===== config.mk =====
export PLATFORM = sky130hd
export DESIGN_NAME = sdio_data_sequencer
export DESIGN_NICKNAME = d
export VERILOG_FILES = /design/src/rtl/sdio_data_sequencer.sv
export SDC_FILE = /design/constraint.sdc
export NUM_CORES = 1
export LEC_CHECK = 0
export BUFFER_PORTS_ARGS = -buffer_cell sky130_fd_sc_hd__buf_2
export CAP_MARGIN = 5
export CORE_MARGIN = 2
export CORE_UTILIZATION = 40
export CTS_CLUSTER_SIZE = 28
export DETAILED_ROUTE_END_ITERATION = 8
export GPL_TIMING_DRIVEN = 0
export PLACE_DENSITY = 0.59
export SYNTH_ARGS = -nofsm -noshare
export SYNTH_HDL_FRONTEND = slang
export SYNTH_SLANG_ARGS = --single-unit

===== constraint.sdc =====
create_clock -name clk -period 4.4 [get_ports clk]
set_input_delay 0.66 -clock clk [delete_from_list [all_inputs] [get_ports clk]]
set_output_delay 0.66 -clock clk [all_outputs]
set_load 0.05 [all_outputs]

===== src/rtl/sdio_data_sequencer.sv =====
// SDIO data-phase sequencer: moves bytes between the data phy and the function-side
// data multiplexer, counting bytes and blocks and collecting per-block CRC status on writes.
module sdio_data_sequencer #(
    parameter int FIFO_DEPTH = 4
) (
    input  logic        clk,
    input  logic        rst,
    input  logic        i_start,
    input  logic        i_write,
    input  logic        i_block_mode,
    input  logic [11:0] i_block_size,
    input  logic [8:0]  i_count,
    input  logic        i_abort,
    output logic        o_activate,
    output logic        o_wr_stb,
    output logic [7:0]  o_wr_data,
    output logic        o_hst_rdy,
    input  logic        i_rd_stb,
    input  logic [7:0]  i_rd_data,
    input  logic        i_com_rdy,
    input  logic        i_finished,
    input  logic        i_phy_wr_stb,
    input  logic [7:0]  i_phy_wr_data,
    output logic        o_phy_wr_rdy,
    output logic        o_phy_rd_stb,
    output logic [7:0]  o_phy_rd_data,
    input  logic        i_phy_rd_rdy,
    output logic        o_block_end,
    input  logic        i_crc_ok,
    input  logic        i_crc_err,
    output logic        o_busy,
    output logic        o_done,
    output logic        o_error
);

    localparam int PTR_W = $clog2(FIFO_DEPTH);
    localparam logic [PTR_W:0] FULL_CNT  = (PTR_W+1)'(FIFO_DEPTH);
    localparam logic [PTR_W:0] HST_LIMIT = (PTR_W+1)'(FIFO_DEPTH - 2);

    localparam logic [2:0] S_IDLE     = 3'd0;
    localparam logic [2:0] S_XFER     = 3'd1;
    localparam logic [2:0] S_BLK_WAIT = 3'd2;
    localparam logic [2:0] S_FINISH   = 3'd3;
    localparam logic [2:0] S_DONE     = 3'd4;

    logic [2:0]       state;
    logic             write_q;
    logic             block_mode_q;
    logic [11:0]      block_size_q;
    logic [8:0]       count_q;
    logic [11:0]      byte_cnt;
    logic [8:0]       block_cnt;

    logic [7:0]       mem [FIFO_DEPTH];
    logic [PTR_W-1:0] rd_ptr;
    logic [PTR_W-1:0] wr_ptr;
    logic [PTR_W:0]   fifo_cnt;

    logic [11:0]      blk_len;
    logic             last_byte;
    logic             in_xfer;
    logic             fifo_full;
    logic             fifo_empty;
    logic             wr_accept;
    logic             rd_push_try;
    logic             rd_push;
    logic             rd_pop;
    logic             xfer_byte;
    logic             final_on_end;
    logic             final_in_wait;
    logic             start_bad;
    logic             fifo_clear;

    // Byte mode is a single block of i_count bytes, where a count of zero stands for 512.
    assign blk_len       = block_mode_q ? block_size_q
                         : ((count_q == 9'd0) ? 12'd512 : {3'b000, count_q});
    assign last_byte     = (byte_cnt == blk_len - 12'd1);
    assign in_xfer       = (state == S_XFER);
    assign fifo_full     = (fifo_cnt == FULL_CNT);
    assign fifo_empty    = (fifo_cnt == '0);
    assign wr_accept     = in_xfer && write_q && i_com_rdy && i_phy_wr_stb;
    assign rd_push_try   = in_xfer && !write_q && i_rd_stb;
    assign rd_push       = rd_push_try && !fifo_full;
    assign rd_pop        = in_xfer && !write_q && !fifo_empty && i_phy_rd_rdy;
    assign xfer_byte     = wr_accept || rd_pop;
    assign final_on_end  = !block_mode_q || ((count_q != 9'd0) && (block_cnt + 9'd1 == count_q));
    assign final_in_wait = !block_mode_q || ((count_q != 9'd0) && (block_cnt == count_q));
    assign start_bad     = i_block_mode && ((i_block_size == 12'd0) || (i_block_size > 12'd2048));
    assign fifo_clear    = ((state == S_IDLE) && i_start)
                         || (i_abort && ((state == S_XFER) || (state == S_BLK_WAIT)));

    assign o_activate   = (state == S_XFER) || (state == S_BLK_WAIT);
    assign o_busy       = o_activate || (state == S_FINISH);
    assign o_done       = (state == S_DONE);
    assign o_phy_wr_rdy = in_xfer && write_q && i_com_rdy;
    assign o_hst_rdy    = in_xfer && !write_q && (fifo_cnt <= HST_LIMIT);

    always_ff @(posedge clk) begin
        if (rst) begin
            state         <= S_IDLE;
            write_q       <= 1'b0;
            block_mode_q  <= 1'b0;
            block_size_q  <= 12'd0;
            count_q       <= 9'd0;
            byte_cnt      <= 12'd0;
            block_cnt     <= 9'd0;
            o_wr_stb      <= 1'b0;
            o_wr_data     <= 8'd0;
            o_phy_rd_stb  <= 1'b0;
            o_phy_rd_data <= 8'd0;
            o_block_end   <= 1'b0;
            o_error       <= 1'b0;
        end else begin
            o_wr_stb     <= 1'b0;
            o_phy_rd_stb <= 1'b0;
            o_block_end  <= 1'b0;
            case (state)
                S_IDLE: begin
                    if (i_start) begin
                        write_q      <= i_write;
                        block_mode_q <= i_block_mode;
                        block_size_q <= i_block_size;
                        count_q      <= i_count;
                        byte_cnt     <= 12'd0;
                        block_cnt    <= 9'd0;
                        o_error      <= start_bad;
                        state        <= start_bad ? S_DONE : S_XFER;
                    end
                end
                S_XFER: begin
                    if (wr_accept) begin
                        o_wr_stb  <= 1'b1;
                        o_wr_data <= i_phy_wr_data;
                    end
                    if (rd_pop) begin
                        o_phy_rd_stb  <= 1'b1;
                        o_phy_rd_data <= mem[rd_ptr];
                    end
                    if (rd_push_try && fifo_full) begin
                        o_error <= 1'b1;
                    end
                    if (xfer_byte) begin
                        if (last_byte) begin
                            o_block_end <= 1'b1;
                            byte_cnt    <= 12'd0;
                            block_cnt   <= block_cnt + 9'd1;
                            if (write_q) begin
                                state <= S_BLK_WAIT;
                            end else if (final_on_end) begin
                                state <= S_FINISH;
                            end
                        end else begin
                            byte_cnt <= byte_cnt + 12'd1;
                        end
                    end
                    // A byte handshaken in the abort cycle still completes; only the sequencing stops.
                    if (i_abort) begin
                        state <= S_FINISH;
                    end
                end
                S_BLK_WAIT: begin
                    if (i_abort) begin
                        state <= S_FINISH;
                    end else if (i_crc_err) begin
                        o_error <= 1'b1;
                        state   <= S_FINISH;
                    end else if (i_crc_ok) begin
                        state <= final_in_wait ? S_FINISH : S_XFER;
                    end
                end
                S_FINISH: begin
                    if (i_finished) begin
                        state <= S_DONE;
                    end
                end
                S_DONE: begin
                    state <= S_IDLE;
                end
                default: begin
                    state <= S_IDLE;
                end
            endcase
        end
    end

    always_ff @(posedge clk) begin
        if (rst || fifo_clear) begin
            rd_ptr   <= '0;
            wr_ptr   <= '0;
            fifo_cnt <= '0;
        end else begin
            if (rd_push) begin
                wr_ptr <= wr_ptr + PTR_W'(1);
            end
            if (rd_pop) begin
                rd_ptr <= rd_ptr + PTR_W'(1);
            end
            case ({rd_push, rd_pop})
                2'b10:   fifo_cnt <= fifo_cnt + (PTR_W+1)'(1);
                2'b01:   fifo_cnt <= fifo_cnt - (PTR_W+1)'(1);
                default: fifo_cnt <= fifo_cnt;
            endcase
        end
    end

    always_ff @(posedge clk) begin
        if (rd_push) begin
            mem[wr_ptr] <= i_rd_data;
        end
    end

endmodule


== After elaboration in Yosys (flattened, before gate mapping) ==
Memory sizes are Yosys's and may differ from the RTL's. A register that Yosys moved wholly into a read port is not among the register bits.
Cells that the tools add are included.
Word-level totals
  flip-flop bits (word level): 66
  RAM bits: 32
  input port bits: 50
  output and inout bits: 25
  logic and storage cells: 126
  memories kept: 1
Memories
  mem: words 4, bits a word 8, read ports 1, clocked after Yosys merged registers in 1, write ports 1, line 54  | logic [7:0] mem [FIFO_DEPTH];
Cells by class
  $add $sub $neg: 7
  order comparisons: 2
  equal/unequal tests: 21
  multiplexer cells: 34
  bitwise gates (word level): 2
  reductions and logical operators: 44
Operators by type and width (number)
  2-to-1 mux 12 bit: 4
  2-to-1 mux 3 bit: 11
  2-to-1 mux 9 bit: 3
  case mux 12 bit (2 select lines): 1
  equality test 9 bit: 2
  case mux 9 bit (2 select lines): 1
  logical AND 1 bit: 15
  adder 12 x 1 -> 12 bit, second input constant: 1
  equality test 12 bit: 1
  > comparator 12 bit, second input constant: 1
  zero test 12 bit: 1
  case mux 3 bit (4 select lines): 1
  subtractor 12 x 1 -> 12 bit, second input constant: 1
  2-to-1 mux 10 bit: 1
  != test 2 bit, second input constant: 5
  adder 9 x 1 -> 9 bit, second input constant: 1
  zero test 9 bit: 1
  2-to-1 mux 1 bit: 9
  nonzero test 9 bit: 1
  logical OR 1 bit: 8
  equality test 3 x 2 -> 1 bit, second input constant: 2
  equality test 3 bit, second input constant: 2
  zero test 3 bit: 2
  case mux 3 bit (2 select lines): 1
  25 further kinds: 34

== Depth between registers and ports, before layout ==
  depth after elaboration: 10
  depth in mapped cells: 15
  mapped depth without buffers: 11

== Worst setup path before layout ==
No wires, ideal clock.
  path kind: register to output
  start point: register state[0]
  end point: output o_hst_rdy
  arrival time: 3645 ps
  data required time: 3740 ps
  setup slack: 95 ps
  cell stages (with the launch flop): 5
  buffers on the path: 2
  cells stage by stage: dfxtp_1 > clkbuf_1 > or3b_2 > clkbuf_1 > a2111oi_0
On the way
  longest elaborated chain between the ends: 3
RTL lines
  start, declared: line 46  | logic [2:0] state;
  start signal, assigned: line 127  | state <= start_bad ? S_DONE : S_XFER;
  start signal, assigned: line 168  | state <= final_in_wait ? S_FINISH : S_XFER;
  equality test 3 x 1 -> 1 bit: line 78  | assign in_xfer = (state == S_XFER);
  logical AND 1 bit (2 in a row): line 96  | assign o_hst_rdy = in_xfer && !write_q && (fifo_cnt <= HST_LIMIT);
  end, declared: line 17  | output logic o_hst_rdy,
Every way passes these cells.

== Worst setup path after layout ==
  start point: register state[0]
  end point: register fifo_cnt[2]
On the way
  longest elaborated chain between the ends: 6
  elaborated cells between the ends (all ways): 17
  classes of those cells: eq/ne: 4; mux: 1; reduce/logical: 12
RTL lines
  equality test 3 x 1 -> 1 bit *: line 78
  logical AND 1 bit * (3 in a row): line 84  | assign rd_pop = in_xfer && !write_q && !fifo_empty && i_phy_rd_rdy;
  net rd_pop: line 67  | logic rd_pop;
  equality test 2 x 1 -> 1 bit / equality test 2 bit (equally long branches): line 198  | case ({rd_push, rd_pop})
  case mux 3 bit (2 select lines) / nonzero test 2 bit (equally long branches)
  end signal, assigned: line 199  | 2'b10: fifo_cnt <= fifo_cnt + (PTR_W+1)'(1);
  end signal, assigned: line 200  | 2'b01: fifo_cnt <= fifo_cnt - (PTR_W+1)'(1);
  end signal, assigned: line 201  | default: fifo_cnt <= fifo_cnt;
  end, declared: line 57  | logic [PTR_W:0] fifo_cnt;
Mark *: on every way through the listed nets, which the timed path passes. The rest lies on a longest branch.
A chain may end at the register's enable or synchronous reset.

==> qor.csv <==
stage,metric,value,unit
floorplanning,Die Area,14110,um^2
critical_path,Worst setup EP type,flip-flop,
drt,First-pass DRT Iterations,4,
grt,met3 Use GR,4.440,%
hold_path,HP Class,flip-flop to flip-flop,
cells_and_area,number of diodes,0,
critical_path,crit path capture,fifo_cnt[2],
critical_path,Register-to-Register Setup Slack,0.54,ns
sta,max_slew headroom,31.82,%
critical_path,Crit. Startpoint,state[0],
grt,Total GRT Usage,19.23,%
pwr,Total Power,2.958,mW
clock_tree,post-CTS setup buffers,0,
critical_path,crit path DAT,4.09,ns
clock_tree,maximum clock insertion buffer count,2,
sta,Clock Skew,0.008217,ns
critical_path,r2r startpoint,state[0],
drt,WL final,13.09,mm
grt,M2 GR Usage,32.44,%
synthesis,"FF+latch count, synth",106,
synthesis,Post-synth top flop,dfxtp_1,
floorplanning,# IOs,75,
synthesis,Post-Syn Area per Cell,9.703,um^2
grt,GR peak layer,met2,
critical_path,WP data required,4.63,ns
sta,Tmin final,3.856,ns
place,dpl cells,790,
critical_path,CP startpoint kind,flip-flop,
clock_tree,TritonCTS Buffers,9,
clock_tree,post_cts resized,0,
grt,met1 Usage GRT,23.95,%
drt,post-route ant nets,0,
drt,1st-iter DRT viols,195,
floorplanning,Initial Utilization,41.41,%
synthesis,Post-synth EDFFs,32,
sta,final worst slack,0.5436,ns
synthesis,Async SR Flop Fraction,0,%
cells_and_area,"commonest non-fill, non-tap cells in the layout","87 x nand2_1, 78 x buf_2, 74 x dfxtp_1",
pwr,maximum VDD drop,0.3189,mV
floorplanning,Core Box Area,12720,um^2
hold_path,worst hold path depth,2,
critical_path,Critical Path Fanout Max,10,
synthesis,Netlist cell types,65,
place,GP Congestion,0.8958,
grt,global route total overflow,0,
place,IO Port Bufs,74,
clock_tree,clk sinks,106,
sta,final setup violation count,0,
clock_tree,Root Buffer,clkbuf_16,
cells_and_area,Area Overhead vs Synth,16.62,%
pwr,pwr dens,481.4,nW/um^2
drt,Avg WL per Cell,16.24,um
cells_and_area,share of layout cells above drive strength 1,19.56,%
synthesis,"Seq/Total Area, Yosys",46.35,%
synthesis,synth warn,0,
grt,largest net degree at the start of global routing,20,
clock_tree,cts hold-fix bufs,0,
cells_and_area,post-route insts no fill,806,
sta,total negative slack,0,ns
sta,final hold vios,0,
place,pre-CTS setup slack,0.5358,ns
run_status,status,completed,
critical_path,Setup CP Type,flip-flop to flip-flop,
sta,RSZ-0062 raised after global routing,false,
clock_tree,clock slew at the register clock pins of the worst setup and hold paths,0.07,ns
clock_tree,"Clk Latency, worst-skew pair",0.35,ns
synthesis,Syn Nets,602,
grt,number of global-route vias before repair,4160,
place,half-perimeter wire length after placement,9.855,mm
drt,DRC,0,
sta,period utilization,87.64,%
pwr,Leak,2.313,nW
clock_tree,TritonCTS clock tree,yes,
critical_path,Reg2Reg Depth,15,
critical_path,end of the worst register-to-register path,fifo_cnt[2],
synthesis,synthesized cell area,5269,um^2
drt,via count,4258,
cells_and_area,"most common cell after layout, fill and taps aside",nand2_1,
sta,max-slew violations,0,
floorplanning,die height,118.8,um
sta,Worst Tran Pin Value,1.020,ns
clock_tree,htree depth,3,
synthesis,Post-Synthesis Cells,543,
grt,first-pass GRT wire length,21.14,mm
cells_and_area,Final #Nets,688,
floorplanning,Die X,118.8,um
sta,Max Fclk,259.3,MHz
floorplanning,Placement Rows,41,
run,number of max-cap violations,0,
grt,initial antenna violation count,0,
drt,DR vias/cell,5.283,
## cells in the mapped netlist, types with 2 or more instances
cell type,n,area (um^2)
nor4b_1,2,17.52
and2_1,7,43.79
nor4_1,6,37.54
buf_2,4,20.02
xnor2_1,24,210.2
o31ai_1,3,22.52
or3b_2,2,17.52
ha_1,8,100.1
nand3b_1,2,15.01
inv_1,16,60.06
a21oi_1,43,215.2
nand2b_1,2,12.51
edfxtp_1,32,960.9
or2_2,2,12.51
and3_1,5,31.28
a41oi_1,2,17.52
a2111oi_0,2,17.52
a31oi_1,6,37.54
nor3_1,11,55.05
nor3b_2,2,25.02
nand3_1,18,90.09
nor2_1,49,183.9
mux4_2,8,180.2
nand2_1,87,326.6
o311ai_0,4,35.03
mux2i_1,19,190.2
xor2_1,25,219.0
buf_6,2,22.52
o21ai_1,2,10.01
mux2_2,2,22.52
or4_1,2,15.01
nand4_1,7,43.79
o21ai_0,9,45.04
or3_1,2,12.51
clkbuf_1,20,75.07
o211ai_1,4,30.03
dfxtp_1,74,1481
## area by class of cell
| cell class | count | area, um^2 |
|---|---|---|
| Multi-Input combinational cell | 394 | 2645 |
| Tap cell | 172 | 215.2 |
| Clock buffer | 10 | 229.0 |
| Clock inverter | 6 | 51.30 |
| Sequential cell | 106 | 2442 |
| Timing Repair Buffer | 75 | 380.4 |
| Fill cell | 1271 | 6578 |
| Inverter | 16 | 60.06 |
| Buffer | 27 | 121.4 |
## flip-flops by register name, summed over array words and instances, names as in the netlist, 8 cells and up
register and flops:
block_cnt 9, count_q 9, o_phy_rd_data 8, mem 32, o_wr_data 8, byte_cnt 12
block_size_q 12
## kinds of logic after synthesis
family,synth area share [%]
mux,7.718
xor+xnor,8.145
compound gates,11.54
fa+ha+maj,2.280
buf+inv,3.443
flops,46.35
simple gates,20.52
## stage by stage
stage / area [um^2] / util [%] / hold WS [ns]
detailed placement: 5864 / 46.10 / 0.4444
floorplan: 5269 / - / 0.4366
finish: 6145 / 48.30 / 0.4527
CTS: 6145 / 48.30 / 0.4544
global route: 6145 / 48.30 / 0.4852
global placement: 5854 / 46.02 / 0.4444
## critical path, stage by stage (launching register included)
cell,delay [ns]
dfxtp_1,0.31
clkbuf_1,0.29
or3b_2,0.47
clkbuf_1,0.23
nor2_1,0.16
o311ai_0,0.24
clkbuf_1,0.32
inv_1,0.14
clkbuf_1,0.42
ha_1,0.28
inv_1,0.06
fa_1,0.38
xor2_1,0.15
nor2_1,0.11
xnor2_1,0.13
nor2_1,0.05
## power breakdown
part | internal [mW] | switching, mW
logic | 0.372 | 0.651
clock network | 0.393 | 0.378
registers | 1.08 | 0.0798
## worst min path at each step
| stage | slack, ns | end | from |
|---|---|---|---|
| 5_1_grt | 0.49 | o_phy_rd_data[5] | o_phy_rd_data[5] |
| 6_report | 0.45 | o_phy_rd_data[6] | o_phy_rd_data[6] |
| 3_3_place_gp | 0.44 | o_phy_rd_data[5] | o_phy_rd_data[5] |
| 2_1_floorplan | 0.44 | block_size_q[11] | block_size_q[11] |
| 3_5_place_dp | 0.44 | o_phy_rd_data[6] | o_phy_rd_data[6] |
| 4_1_cts | 0.45 | o_phy_rd_data[6] | o_phy_rd_data[6] |
## metal layers
metal  wire [um]  vias to the layer above
li1            -                     2102
met1        6010                     2051
met2        6313                       91
met3         502                       14
met4         262                        0
met5           0                        -
Note: power is estimated with default switching activity, not from simulation.
